$ cat src/rtl/regfile_arb_pkg.sv
// Shared constants and transaction type for the register-file port arbiter.
package regfile_arb_pkg;

    localparam int DW = 8;
    localparam int AW = 3;

    localparam logic CLI_C0 = 1'b0;
    localparam logic CLI_C1 = 1'b1;

    typedef struct packed {
        logic          we;
        logic [AW-1:0] wa;
        logic [DW-1:0] wd;
        logic [AW-1:0] ra1;
        logic [AW-1:0] ra2;
    } rf_txn_t;

endpackage

$ cat src/rtl/rr_arbiter2.sv
// Two-way grant logic with a single priority flop.
// FAIR != 0 alternates the preferred client after every accepted transaction;
// FAIR == 0 always prefers c0. No grant is issued while reset is asserted,
// so a transaction presented during reset never reaches the register file.
module rr_arbiter2
    import regfile_arb_pkg::*;
#(
    parameter int FAIR = 1
) (
    input  logic clk,
    input  logic rst_n,
    input  logic req0,
    input  logic req1,
    output logic gnt0,
    output logic gnt1
);

    logic prio_q;
    logic prio_d;

    // Grant a lone requester; on contention the prio client wins, then hand prio to the other client
    always_comb begin
        gnt0   = 1'b0;
        gnt1   = 1'b0;
        prio_d = prio_q;
        if (rst_n) begin
            if (req0 && req1) begin
                if ((FAIR != 0) && (prio_q == CLI_C1)) begin
                    gnt1 = 1'b1;
                end else begin
                    gnt0 = 1'b1;
                end
            end else begin
                gnt0 = req0;
                gnt1 = req1;
            end
        end
        if ((FAIR != 0) && gnt0) begin
            prio_d = CLI_C1;
        end else if ((FAIR != 0) && gnt1) begin
            prio_d = CLI_C0;
        end
    end

    // Priority register, c0 preferred out of reset
    always_ff @(posedge clk or negedge rst_n) begin
        if (!rst_n) begin
            prio_q <= CLI_C0;
        end else begin
            prio_q <= prio_d;
        end
    end

endmodule

$ cat src/rtl/regfile_port_arbiter.sv
// Shares the register file's write port and two read ports between the
// datapath (c0) and the debug/switch loader (c1). One transaction per cycle;
// read data is captured one cycle after acceptance into per-client registers.
module regfile_port_arbiter
    import regfile_arb_pkg::*;
#(
    parameter int DW   = regfile_arb_pkg::DW,
    parameter int AW   = regfile_arb_pkg::AW,
    parameter int FAIR = 1
) (
    input  logic          clk,
    input  logic          rst_n,
    input  logic          c0_req,
    input  logic          c0_we,
    input  logic [AW-1:0] c0_wa,
    input  logic [DW-1:0] c0_wd,
    input  logic [AW-1:0] c0_ra1,
    input  logic [AW-1:0] c0_ra2,
    input  logic          c1_req,
    input  logic          c1_we,
    input  logic [AW-1:0] c1_wa,
    input  logic [DW-1:0] c1_wd,
    input  logic [AW-1:0] c1_ra1,
    input  logic [AW-1:0] c1_ra2,
    output logic          c0_gnt,
    output logic          c1_gnt,
    output logic          c0_rvalid,
    output logic [DW-1:0] c0_rd1,
    output logic [DW-1:0] c0_rd2,
    output logic          c1_rvalid,
    output logic [DW-1:0] c1_rd1,
    output logic [DW-1:0] c1_rd2,
    output logic          rf_we3,
    output logic [AW-1:0] rf_wa3,
    output logic [DW-1:0] rf_wd3,
    output logic [AW-1:0] rf_ra1,
    output logic [AW-1:0] rf_ra2,
    input  logic [DW-1:0] rf_rd1,
    input  logic [DW-1:0] rf_rd2
);

    rf_txn_t       sel_txn;
    logic          c0_rvalid_q, c0_rvalid_d;
    logic          c1_rvalid_q, c1_rvalid_d;
    logic [DW-1:0] c0_rd1_q, c0_rd1_d, c0_rd2_q, c0_rd2_d;
    logic [DW-1:0] c1_rd1_q, c1_rd1_d, c1_rd2_q, c1_rd2_d;

    rr_arbiter2 #(
        .FAIR (FAIR)
    ) u_arb (
        .clk   (clk),
        .rst_n (rst_n),
        .req0  (c0_req),
        .req1  (c1_req),
        .gnt0  (c0_gnt),
        .gnt1  (c1_gnt)
    );

    // Steer the granted client's fields onto the register file; idle drives all zeros
    always_comb begin
        sel_txn = '0;
        if (c0_gnt) begin
            sel_txn = '{we: c0_we, wa: c0_wa, wd: c0_wd, ra1: c0_ra1, ra2: c0_ra2};
        end else if (c1_gnt) begin
            sel_txn = '{we: c1_we, wa: c1_wa, wd: c1_wd, ra1: c1_ra1, ra2: c1_ra2};
        end
    end

    assign rf_we3 = sel_txn.we;
    assign rf_wa3 = sel_txn.wa;
    assign rf_wd3 = sel_txn.wd;
    assign rf_ra1 = sel_txn.ra1;
    assign rf_ra2 = sel_txn.ra2;

    // Capture read data for the accepted client; other client's data holds, its valid drops
    always_comb begin
        c0_rvalid_d = c0_gnt;
        c1_rvalid_d = c1_gnt;
        c0_rd1_d    = c0_gnt ? rf_rd1 : c0_rd1_q;
        c0_rd2_d    = c0_gnt ? rf_rd2 : c0_rd2_q;
        c1_rd1_d    = c1_gnt ? rf_rd1 : c1_rd1_q;
        c1_rd2_d    = c1_gnt ? rf_rd2 : c1_rd2_q;
    end

    // Response registers; reset drops any in-flight response
    always_ff @(posedge clk or negedge rst_n) begin
        if (!rst_n) begin
            c0_rvalid_q <= 1'b0;
            c1_rvalid_q <= 1'b0;
            c0_rd1_q    <= '0;
            c0_rd2_q    <= '0;
            c1_rd1_q    <= '0;
            c1_rd2_q    <= '0;
        end else begin
            c0_rvalid_q <= c0_rvalid_d;
            c1_rvalid_q <= c1_rvalid_d;
            c0_rd1_q    <= c0_rd1_d;
            c0_rd2_q    <= c0_rd2_d;
            c1_rd1_q    <= c1_rd1_d;
            c1_rd2_q    <= c1_rd2_d;
        end
    end

    assign c0_rvalid = c0_rvalid_q;
    assign c1_rvalid = c1_rvalid_q;
    assign c0_rd1    = c0_rd1_q;
    assign c0_rd2    = c0_rd2_q;
    assign c1_rd1    = c1_rd1_q;
    assign c1_rd2    = c1_rd2_q;

endmodule

$ cat config.mk
export PLATFORM = sky130hd
export DESIGN_NAME = regfile_port_arbiter
export DESIGN_NICKNAME = d
export VERILOG_FILES = /design/src/rtl/regfile_arb_pkg.sv /design/src/rtl/rr_arbiter2.sv /design/src/rtl/regfile_port_arbiter.sv
export SDC_FILE = /design/constraint.sdc
export NUM_CORES = 1
export LEC_CHECK = 0
export ABC_AREA = 1
export CAP_MARGIN = 40
export CORE_ASPECT_RATIO = 1.1
export CORE_MARGIN = 10
export CORE_UTILIZATION = 39
export CTS_BUF_LIST = sky130_fd_sc_hd__clkbuf_16
export CTS_CLUSTER_DIAMETER = 100
export DETAILED_ROUTE_END_ITERATION = 7
export PLACE_DENSITY_LB_ADDON = 0.12
export SKIP_CTS_REPAIR_TIMING = 1
export SYNTH_ARGS = -nofsm -noshare
export SYNTH_HDL_FRONTEND = slang
export SYNTH_SLANG_ARGS = --single-unit
$ cat constraint.sdc
create_clock -name clk -period 3.1 [get_ports clk]
set_clock_uncertainty 0.15 [all_clocks]
set_input_delay 0.465 -clock clk [delete_from_list [all_inputs] [get_ports clk]]
set_output_delay 0.465 -clock clk [all_outputs]
set_load 0.005 [all_outputs]
# --- Word-level counts from Yosys, hierarchy flattened ---
# Index checks and enable logic that the tools add are counted.
totals:
  regBits: 35
  in_bits: 56
op_classes:
  n_mux: 10
  reduce_logical: 2
ops:
  columns: ["cell", "n"]
  rows:
  - ["$mux 18", 2]
  - ["$mux 1", 8]
  - ["$reduce_bool 2->1", 1]
  - ["$logic_and 1x1->1", 1]

# --- Depth between registers and ports, before layout ---
# Gate-level depths: netlist of run 1.
depth:
  word_depth: 5
  ltp_mapped: 6
  depth_no_buf: 5

# --- By module ---
# A second synthesis of run 1 with hierarchy kept.
unflattened:
  hier_cells: 208
  hier_area_um2: 1646.6
by_module_without_submodules:
  columns: ["module", "instances", "cells_per_inst", "area_each_um2", "seq_area_each_um2"]
  rows:
  - ["regfile_port_arbiter", 1, 197, 1582.8, 850.8]
  - ["rr_arbiter2", 1, 11, 63.8, 25.0]

# --- Least setup slack after synthesis of run 1 ---
# OpenSTA, ideal clock, no wires.
synth_path:
  kind: "input -> output"
  from: "input c1_req"
  to: "output rf_ra1[0]"
  arrival_time_ps: 934
  t_required_ps: 2485
  path_slack_ps: 1551
  cell_stages: 4
  path_cell_list: "nand2_2 > buf_2 > nand3_1 > nand2_1"
synth_via:
  elab_chain_len: 5
synth_rtl:
  columns: ["item", "line", "rtl"]
  rows:
  - ["from (decl)", "regfile_port_arbiter.sv:19", "input logic c1_req,"]
  - ["$logic_and 1x1->1", "rr_arbiter2.sv:27", "if (req0 && req1) begin"]
  - ["$mux 1", "rr_arbiter2.sv:27", null]
  - ["$mux 1", "rr_arbiter2.sv:26", "if (rst_n) begin"]
  - ["$mux 18", "regfile_port_arbiter.sv:64", "end else if (c1_gnt) begin"]
  - ["$mux 18 *", "regfile_port_arbiter.sv:62", "if (c0_gnt) begin"]
  - ["to (decl)", "regfile_port_arbiter.sv:36", "output logic [AW-1:0] rf_ra1,"]
# Every way passes the cells marked *; elsewhere a longest branch is shown, timed or not.

# --- Final worst setup path of run 1 ---
layout_path:
  from: "input c1_req"
  to: "output c1_gnt"
layout_via:
  elab_chain_len: 3
layout_rtl:
  columns: ["item", "line", "rtl"]
  rows:
  - ["$logic_and 1x1->1", "rr_arbiter2.sv:27", null]
  - ["$mux 1 *", "rr_arbiter2.sv:27", null]
  - ["$mux 1 *", "rr_arbiter2.sv:26", null]
  - ["to (decl)", "regfile_port_arbiter.sv:26", "output logic c1_gnt,"]
# Marks and branches as above.

==> results of run 1 <==
==> cells in the final DEF (no fill, tap or decap) <==
| cell type | count |
|---|---|
| clkdlybuf4s50_1 | 108 |
| nand2_1 | 83 |
| nand3_1 | 68 |
| dfrtp_1 | 35 |
| buf_4 | 6 |
| clkbuf_16 | 5 |
| nand2_4 | 3 |
| inv_2 | 2 |
| inv_1 | 2 |
| nand2_2 | 2 |
| clkinv_4 | 1 |
| o21ai_0 | 1 |
| clkinv_1 | 1 |
| clkinv_2 | 1 |
| buf_2 | 1 |
==> final timing paths <==
check,endpoint,depth (start not counted),start,slack (ns)
max,c1_gnt,6,c1_req,0.29
min,c0_rd1[1],2,rst_n,0.15
max reg2reg,u_arb.prio_q,4,u_arb.prio_q,1.54
min reg2reg,c0_rd2[5],2,c0_rd2[5],0.32
max in group asynchronous,u_arb.prio_q,2,rst_n,2.35
min in group clk,c0_rd2[5],2,c0_rd2[5],0.32
==> logic make-up after synthesis <==
logic type,synth area share
compound gates,0.002941
buf+inv,0.07138
flops,0.5151
simple gates,0.4106
==> metrics by stage <==
step | util | power (mW) | setup WS, ns | cell area [sq um]
6_report | 0.6900 | 1.472 | 0.2868 | 2935
5_1_grt | 0.6900 | 1.566 | 0.1435 | 2935
4_1_cts | 0.6900 | 1.495 | 0.2845 | 2935
3_5_place_dp | 0.6585 | 1.037 | 0.2897 | 2801
3_3_place_gp | 0.6585 | 1.031 | 0.3272 | 2801
2_1_floorplan | - | 0.7258 | 1.551 | 1700
==> routing by layer <==
| metal | part of all wire | vias to the layer above |
|---|---|---|
| met3 | 0.085 | 4 |
| met2 | 0.49 | 75 |
| li1 | - | 906 |
| met5 | 0 | - |
| met1 | 0.42 | 831 |
| met4 | 0.0066 | 0 |
==> report_power, final <==
part | leakage (nW) | switching (mW) | internal (mW)
Combinational | 0.919 | 0.181 | 0.265
Clock | 0.0671 | 0.162 | 0.288
Sequential | 0.433 | 0.0419 | 0.535
==> registers in the layout, indices dropped and copies added (netlist names) <==
register      count
c0_rd1            8
c0_rd2            8
c1_rd1            8
c1_rd2            8
c0_rvalid         1
c1_rvalid         1
u_arb.prio_q      1
==> worst reg2reg max path: stages, from the launching register on <==
cell	delay, ns
dfrtp_1	0.38
nand2_2	0.37
nand2_4	0.20
buf_4	0.23
o21ai_0	0.11
==> layout make-up <==
class	count	area (sq um)	area share
repair buffers	115	1131	0.3853
flip-flops and latches	35	875.8	0.2984
multi-input cells	157	703.2	0.2396
clock buffers	5	125.1	0.04263
well taps	54	67.56	0.02302
inverters	5	23.77	0.008099
clock inverters	2	8.758	0.002984
==> out/results.ini, run 1 <==
[outcome]
status=completed

[routing]
drcViolationCount=0
vias_per_cell=4.869
drt_iter0_markers=118
final_antenna_net_count=0
wire_per_inst_microns=16.24
drt-total-wl_microns=6056
firstDrtPassIters=5
vias=1816

[clocking]
cts_root_buffer=clkbuf_16
clkTransAtPathRegs_ns=0.05
cts_buffer_depth=2
clk_latency_ns=0.26
cts_buffers=5
tritoncts=yes
clkSinkCount=35
cts_htree_levels=2

[cells_and_area]
synthToLayoutAreaGrowth_pct=72.63
antenna_cells=0
nNetsFinal=375
num-fill-cells=397
drive_gt1_frac=0.06583
fin_cells=373

[global_routing]
grt.total_usage=0.1630
overflow=0
antenna_found_initial=0
grtUsageMet1=0.1976
grt_max_degree=36
gr-usage-met3=0.06290
grt_pass1_wl_microns=9735
use_met2=0.2654
grt_pass1_vias=1766
gr-max-usage-layer=met2

[logic_synthesis]
synthArstFlopShare=1.000
synthCells=211
synth-seq-cells=35
synth_ff_type=dfrtp_1
avgSynthCellArea_sq_um=8.059
seq_area_frac_synth=0.5151
yosysMostFrequentCell=nand2_1
yosysWarnings=0
synth_nets=267
synth_edf_count=0
synth_area_leaders=dfrtp_1 52%, nand3_1 20%, nand2_1 18%
yosysTopAreaCell=dfrtp_1
synth_area_sq_um=1700
netlist.area_leader.share=0.5151
synthTopCellsByCount=83 x nand2_1, 68 x nand3_1, 35 x dfrtp_1
yosysUniqueCellTypes=12

[die]
pin_count=110
chipWidth_microns=82.96
die_area_sq_um=7404
start_util=0.3997
row_count=25
core_area_sq_um=4254
dieHeight_microns=89.26

[pwr]
peakVddDrop_uv=413.4
powerDensity_nw_per_um2=501.5
p_leak_nw=1.419

[critical_path]
crit_path_start_kind=input pin
path_buf_inv=4
crit_path_end_kind=primary output
path_max_fanout=23
crit_arrival_ns=2.20
crit_family=buffers and inverters
crit_top_cell=clkdlybuf4s50_1
path_class=in2out
cp_slowest_cell=clkdlybuf4s50_1
cpPeakStageDelay_ns=0.50
path_cells=clkdlybuf4s50_1 -> nand2_1 -> inv_2 -> nand2_4 -> inv_1 -> clkdlybuf4s50_1
cp.required_ns=2.48

[timing]
tns_ns=0
max_slew_margin=0.5964
fin_crit_sh=0.9075
fin_crit_ns=2.813
worstMarginPinSlew_ns=0.6032
rsz0062_at_grt=false
final_max_slew_viol_count=0
hold_viol=0
setup_viol=0
fmax_ghz=0.3555
hold_ws_ns=0.1473

[run]
drv_cap=0

[placed_design]
io_buffers=109
gp_congestion=0.7918
placed_cells=366
hpwlAfterDp_microns=4697

[worst_hold_path]
hp-class=in2async

No activity file was read; power rests on OpenSTA's default activity.
==> run 2, diff against run 1 <==
- CORE_MARGIN: 10 -> default
- HOLD_SLACK_MARGIN: default -> 0.02
==> run 2 against run 1 <==
Against the previous run: setup slack better by 0.080 ns; die area down 37%; highest routed layer unchanged; critical path type unchanged; total power increased by 1.7%; register-to-register slack about the same; critical endpoint is now rf_wd3[3]; first-iteration DRC count down 21%; global-route usage up 8.5 points; core utilization up 3.4 points; hold slack lost 0.030 ns.
==> out/results.ini, run 2 (synthesis results as in run 1) <==
[timing]
worstMarginPinSlew_ns=0.5773
max_slew_margin=0.6138
setup_viol=0
final_max_slew_viol_count=0
rsz0062_at_grt=false
tns_ns=0
fin_crit_ns=2.733
hold_viol=0
fin_crit_sh=0.8817
fmax_ghz=0.3659
setup_slack_ns=0.3667

[critical_path]
r2r_cells=4
path_class=in2out
r2r-start=u_arb.prio_q
cp-startpoint=c1_req
crit_family=buffers and inverters
cpPeakStageDelay_ns=0.51
crit_path_start_kind=input pin
r2r_end=u_arb.prio_q
crit_arrival_ns=2.12
cp-endpoint=rf_wd3[3]
crit_path_end_kind=primary output
path_buf_inv=2
cp.required_ns=2.48
reg2reg_slack_ns=1.54
cp_slowest_cell=clkdlybuf4s50_1
path_max_fanout=27
path_cells=clkdlybuf4s50_1 -> nand2_2 -> nand3_1 -> nand2_1 -> clkdlybuf4s50_1
crit_top_cell=clkdlybuf4s50_1
cp_num_cells=5

[cells_and_area]
antenna_cells=0
final_cell_mix=108 x clkdlybuf4s50_1, 83 x nand2_1, 68 x nand3_1, 35 x dfrtp_1, 7 x buf_4
final_common_cell=clkdlybuf4s50_1
fin_util=0.7243
design_area_sq_um=2958
drive_gt1_frac=0.06832
synthToLayoutAreaGrowth_pct=73.95
nNetsFinal=377

[placed_design]
io_buffers=109
dpl_cell_area_sq_um=2806
hpwlAfterDp_microns=3828
gp_congestion=0.7540
pre_cts_slack_ns=0.3822

[pwr]
peakVddDrop_uv=334.5
p_leak_nw=1.434
powerDensity_nw_per_um2=506.0
totalPowerFinal_mw=1.497

[clocking]
cts_root_buffer=clkbuf_16
clkSinkCount=35
cts_buffer_depth=2
tritoncts=yes
clk_latency_ns=0.27
clkTransAtPathRegs_ns=0.06
cts_buffers=5
cts_htree_levels=2

[worst_hold_path]
hp-class=in2async

[routing]
drcViolationCount=0
vias=1858
final_antenna_net_count=0
firstDrtPassIters=4
wire_per_inst_microns=14.52
drt-total-wl_microns=5432
vias_per_cell=4.968
drt_iter0_markers=93

[global_routing]
overflow=0
grt_pass1_wl_microns=8749
grt_max_degree=36
grt.total_usage=0.2480
antenna_found_initial=0
grt_pass1_vias=1847

[die]
dieHeight_microns=71.26
core_area_sq_um=4084
pin_count=110
start_util=0.4164
row_count=24
die_area_sq_um=4628
chipWidth_microns=64.96

[run]
drv_cap=0

[outcome]
status=completed

==> run 2: area by class of cell <==
cell class / count / area [sq um]
clock inverters: 3 / 16.27
well taps: 52 / 65.06
inverters: 5 / 23.77
repair buffers: 117 / 1149
flip-flops and latches: 35 / 875.8
multi-input cells: 157 / 703.2
fillers: 337 / 1126
clock buffers: 5 / 125.1
==> run 2: per-stage QoR <==
step	hold WS [ns]	std cells
5_1_grt	0.1540	374
4_1_cts	-0.1075	373
3_5_place_dp	0.1867	365
2_1_floorplan	0.01941	211
3_3_place_gp	0.1813	365
6_report	0.1176	374
==> run 2: layer usage <==
metal | wire (microns) | track usage | part of all wire | vias up
met2 | 2775 | 0.4363 | 0.51 | 90
met5 | 0 | 0 | 0 | -
met4 | 37 | 0.05926 | 0.0068 | 0
li1 | - | - | - | 909
met3 | 437 | 0.07803 | 0.080 | 5
met1 | 2182 | 0.2916 | 0.40 | 854
==> run 2: worst min-delay path by stage <==
stage	startpoint	endpoint	slack, ns	depth (start not counted)
after floorplan	rst_n	c0_rd1[0]	0.02	0
after global placement	rst_n	u_arb.prio_q	0.18	1
after detailed placement	rst_n	u_arb.prio_q	0.19	1
after CTS	rst_n	u_arb.prio_q	-0.11	1
after global routing	rst_n	c1_rd2[6]	0.15	2
final	rst_n	c1_rd1[0]	0.12	2
==> run 2: power by group <==
group | total [mW] | internal (mW) | switching [mW]
Combinational | 0.445 | 0.266 | 0.179
Sequential | 0.581 | 0.535 | 0.0462
Clock | 0.470 | 0.293 | 0.178
Total | 1.50 | 1.09 | 0.403
==> run 3, diff against run 2 <==
- CTS_CLUSTER_SIZE: default -> 12
- MAX_ROUTING_LAYER: default -> met4
==> run 3 against run 2 <==
Against the previous run: maximum frequency decreased by 0.41%; sequential power hardly changed; core utilization stayed put; total power hardly changed; register-to-register slack about the same; hold slack worse by 0.0030 ns; via count is 1.6% higher; clock power about the same; die area stayed put; count of clock-buffer cells in the layout is the same; sequential share of layout area unchanged; critical path type unchanged; critical endpoint is now rf_ra1[0]; largest power group unchanged.
==> out/results.ini, run 3 (synthesis results as in run 1) <==
[pwr]
p_leak_nw=1.434
peakVddDrop_uv=333.9
powerDensity_nw_per_um2=506.0
totalPowerFinal_mw=1.497

[routing]
vias=1888
drt-total-wl_microns=5440
firstDrtPassIters=4
wire_per_inst_microns=14.55
met1_length_microns=2214
met3RoutedLength_microns=394
highest_layer=met4
drt_iter0_markers=103
met2WireLength_microns=2793
vias_per_cell=5.048
final_antenna_net_count=0
drcViolationCount=0

[cells_and_area]
fin_cells=374
drive_gt1_frac=0.06832
design_area_sq_um=2958
fin_util=0.7243
antenna_cells=0
final_cell_mix=108 x clkdlybuf4s50_1, 83 x nand2_1, 68 x nand3_1, 35 x dfrtp_1, 7 x buf_4
final_common_cell=clkdlybuf4s50_1
nNetsFinal=377
synthToLayoutAreaGrowth_pct=73.95

[timing]
final_max_slew_viol_count=0
fin_crit_ns=2.744
rsz0062_at_grt=false
fmax_ghz=0.3644
hold_ws_ns=0.1147
tns_ns=0
max_slew_margin=0.6123
fin_crit_sh=0.8853
setup_viol=0
hold_viol=0
worstMarginPinSlew_ns=0.5795
setup_slack_ns=0.3555

[critical_path]
crit_arrival_ns=2.13
path_class=in2out
reg2reg_slack_ns=1.53
cp.required_ns=2.48
crit_path_end_kind=primary output
path_max_fanout=27
crit_path_start_kind=input pin

[clocking]
tritoncts=yes
cts_htree_levels=2
cts_root_buffer=clkbuf_16
clkTransAtPathRegs_ns=0.06
cts_buffers=5
cts_buffer_depth=2
clkSinkCount=35
clk_latency_ns=0.27

[global_routing]
grt_max_degree=36
antenna_found_initial=0
overflow=0
grt_pass1_vias=1843
grt.total_usage=0.2556
grt_pass1_wl_microns=8742

[worst_hold_path]
hp-class=in2async

[placed_design]
dpl_cell_area_sq_um=2806
gp_congestion=0.7638
placed_cells=365
io_buffers=109
pre_cts_slack_ns=0.3822
hpwlAfterDp_microns=3828

[die]
chipWidth_microns=64.96
core_area_sq_um=4084
die_area_sq_um=4628
dieHeight_microns=71.26
start_util=0.4164
row_count=24
pin_count=110

[outcome]
status=completed

[run]
drv_cap=0

-- run 3: cell counts in the layout (fill, tap and decap cells not counted) --
No cell type changed its count.
-- run 3: path summary, 6_finish.rpt --
check,from,endpoint,cells past startpoint
min in group clk,c0_rd1[4],c0_rd1[4],2
setup / recovery,c1_req,rf_ra1[0],5
setup reg to reg,u_arb.prio_q,u_arb.prio_q,4
hold / removal,rst_n,c1_rd2[3],2
max in group asynchronous,rst_n,c0_rd2[0],2
hold reg to reg,c0_rd1[4],c0_rd1[4],2
-- run 3: cell type report --
class                           instances  area [sq um]
Clock buffer                            5         125.1
Clock inverter                          3         16.27
Fill cell                             337          1126
Inverter                                5         23.77
Multi-Input combinational cell        157         703.2
Sequential cell                        35         875.8
Tap cell                               52         65.06
Timing Repair Buffer                  117          1149
-- run 3: worst max-delay path, stage by stage --
cell             delay, ns
clkdlybuf4s50_1       0.43
nand2_2               0.45
nand3_1               0.14
nand2_1               0.12
clkdlybuf4s50_1       0.51
-- run 3: metal layers --
metal  vias to the layer above  track usage
met5                         -            -
met4                         0      0.05926
met3                         5      0.06688
met2                        89       0.4352
met1                       885       0.2999
li1                        909            -
-- run 3: power breakdown --
group          switching (mW)  internal (mW)
registers              0.0462          0.535
clock network           0.177          0.293
logic                   0.180          0.266
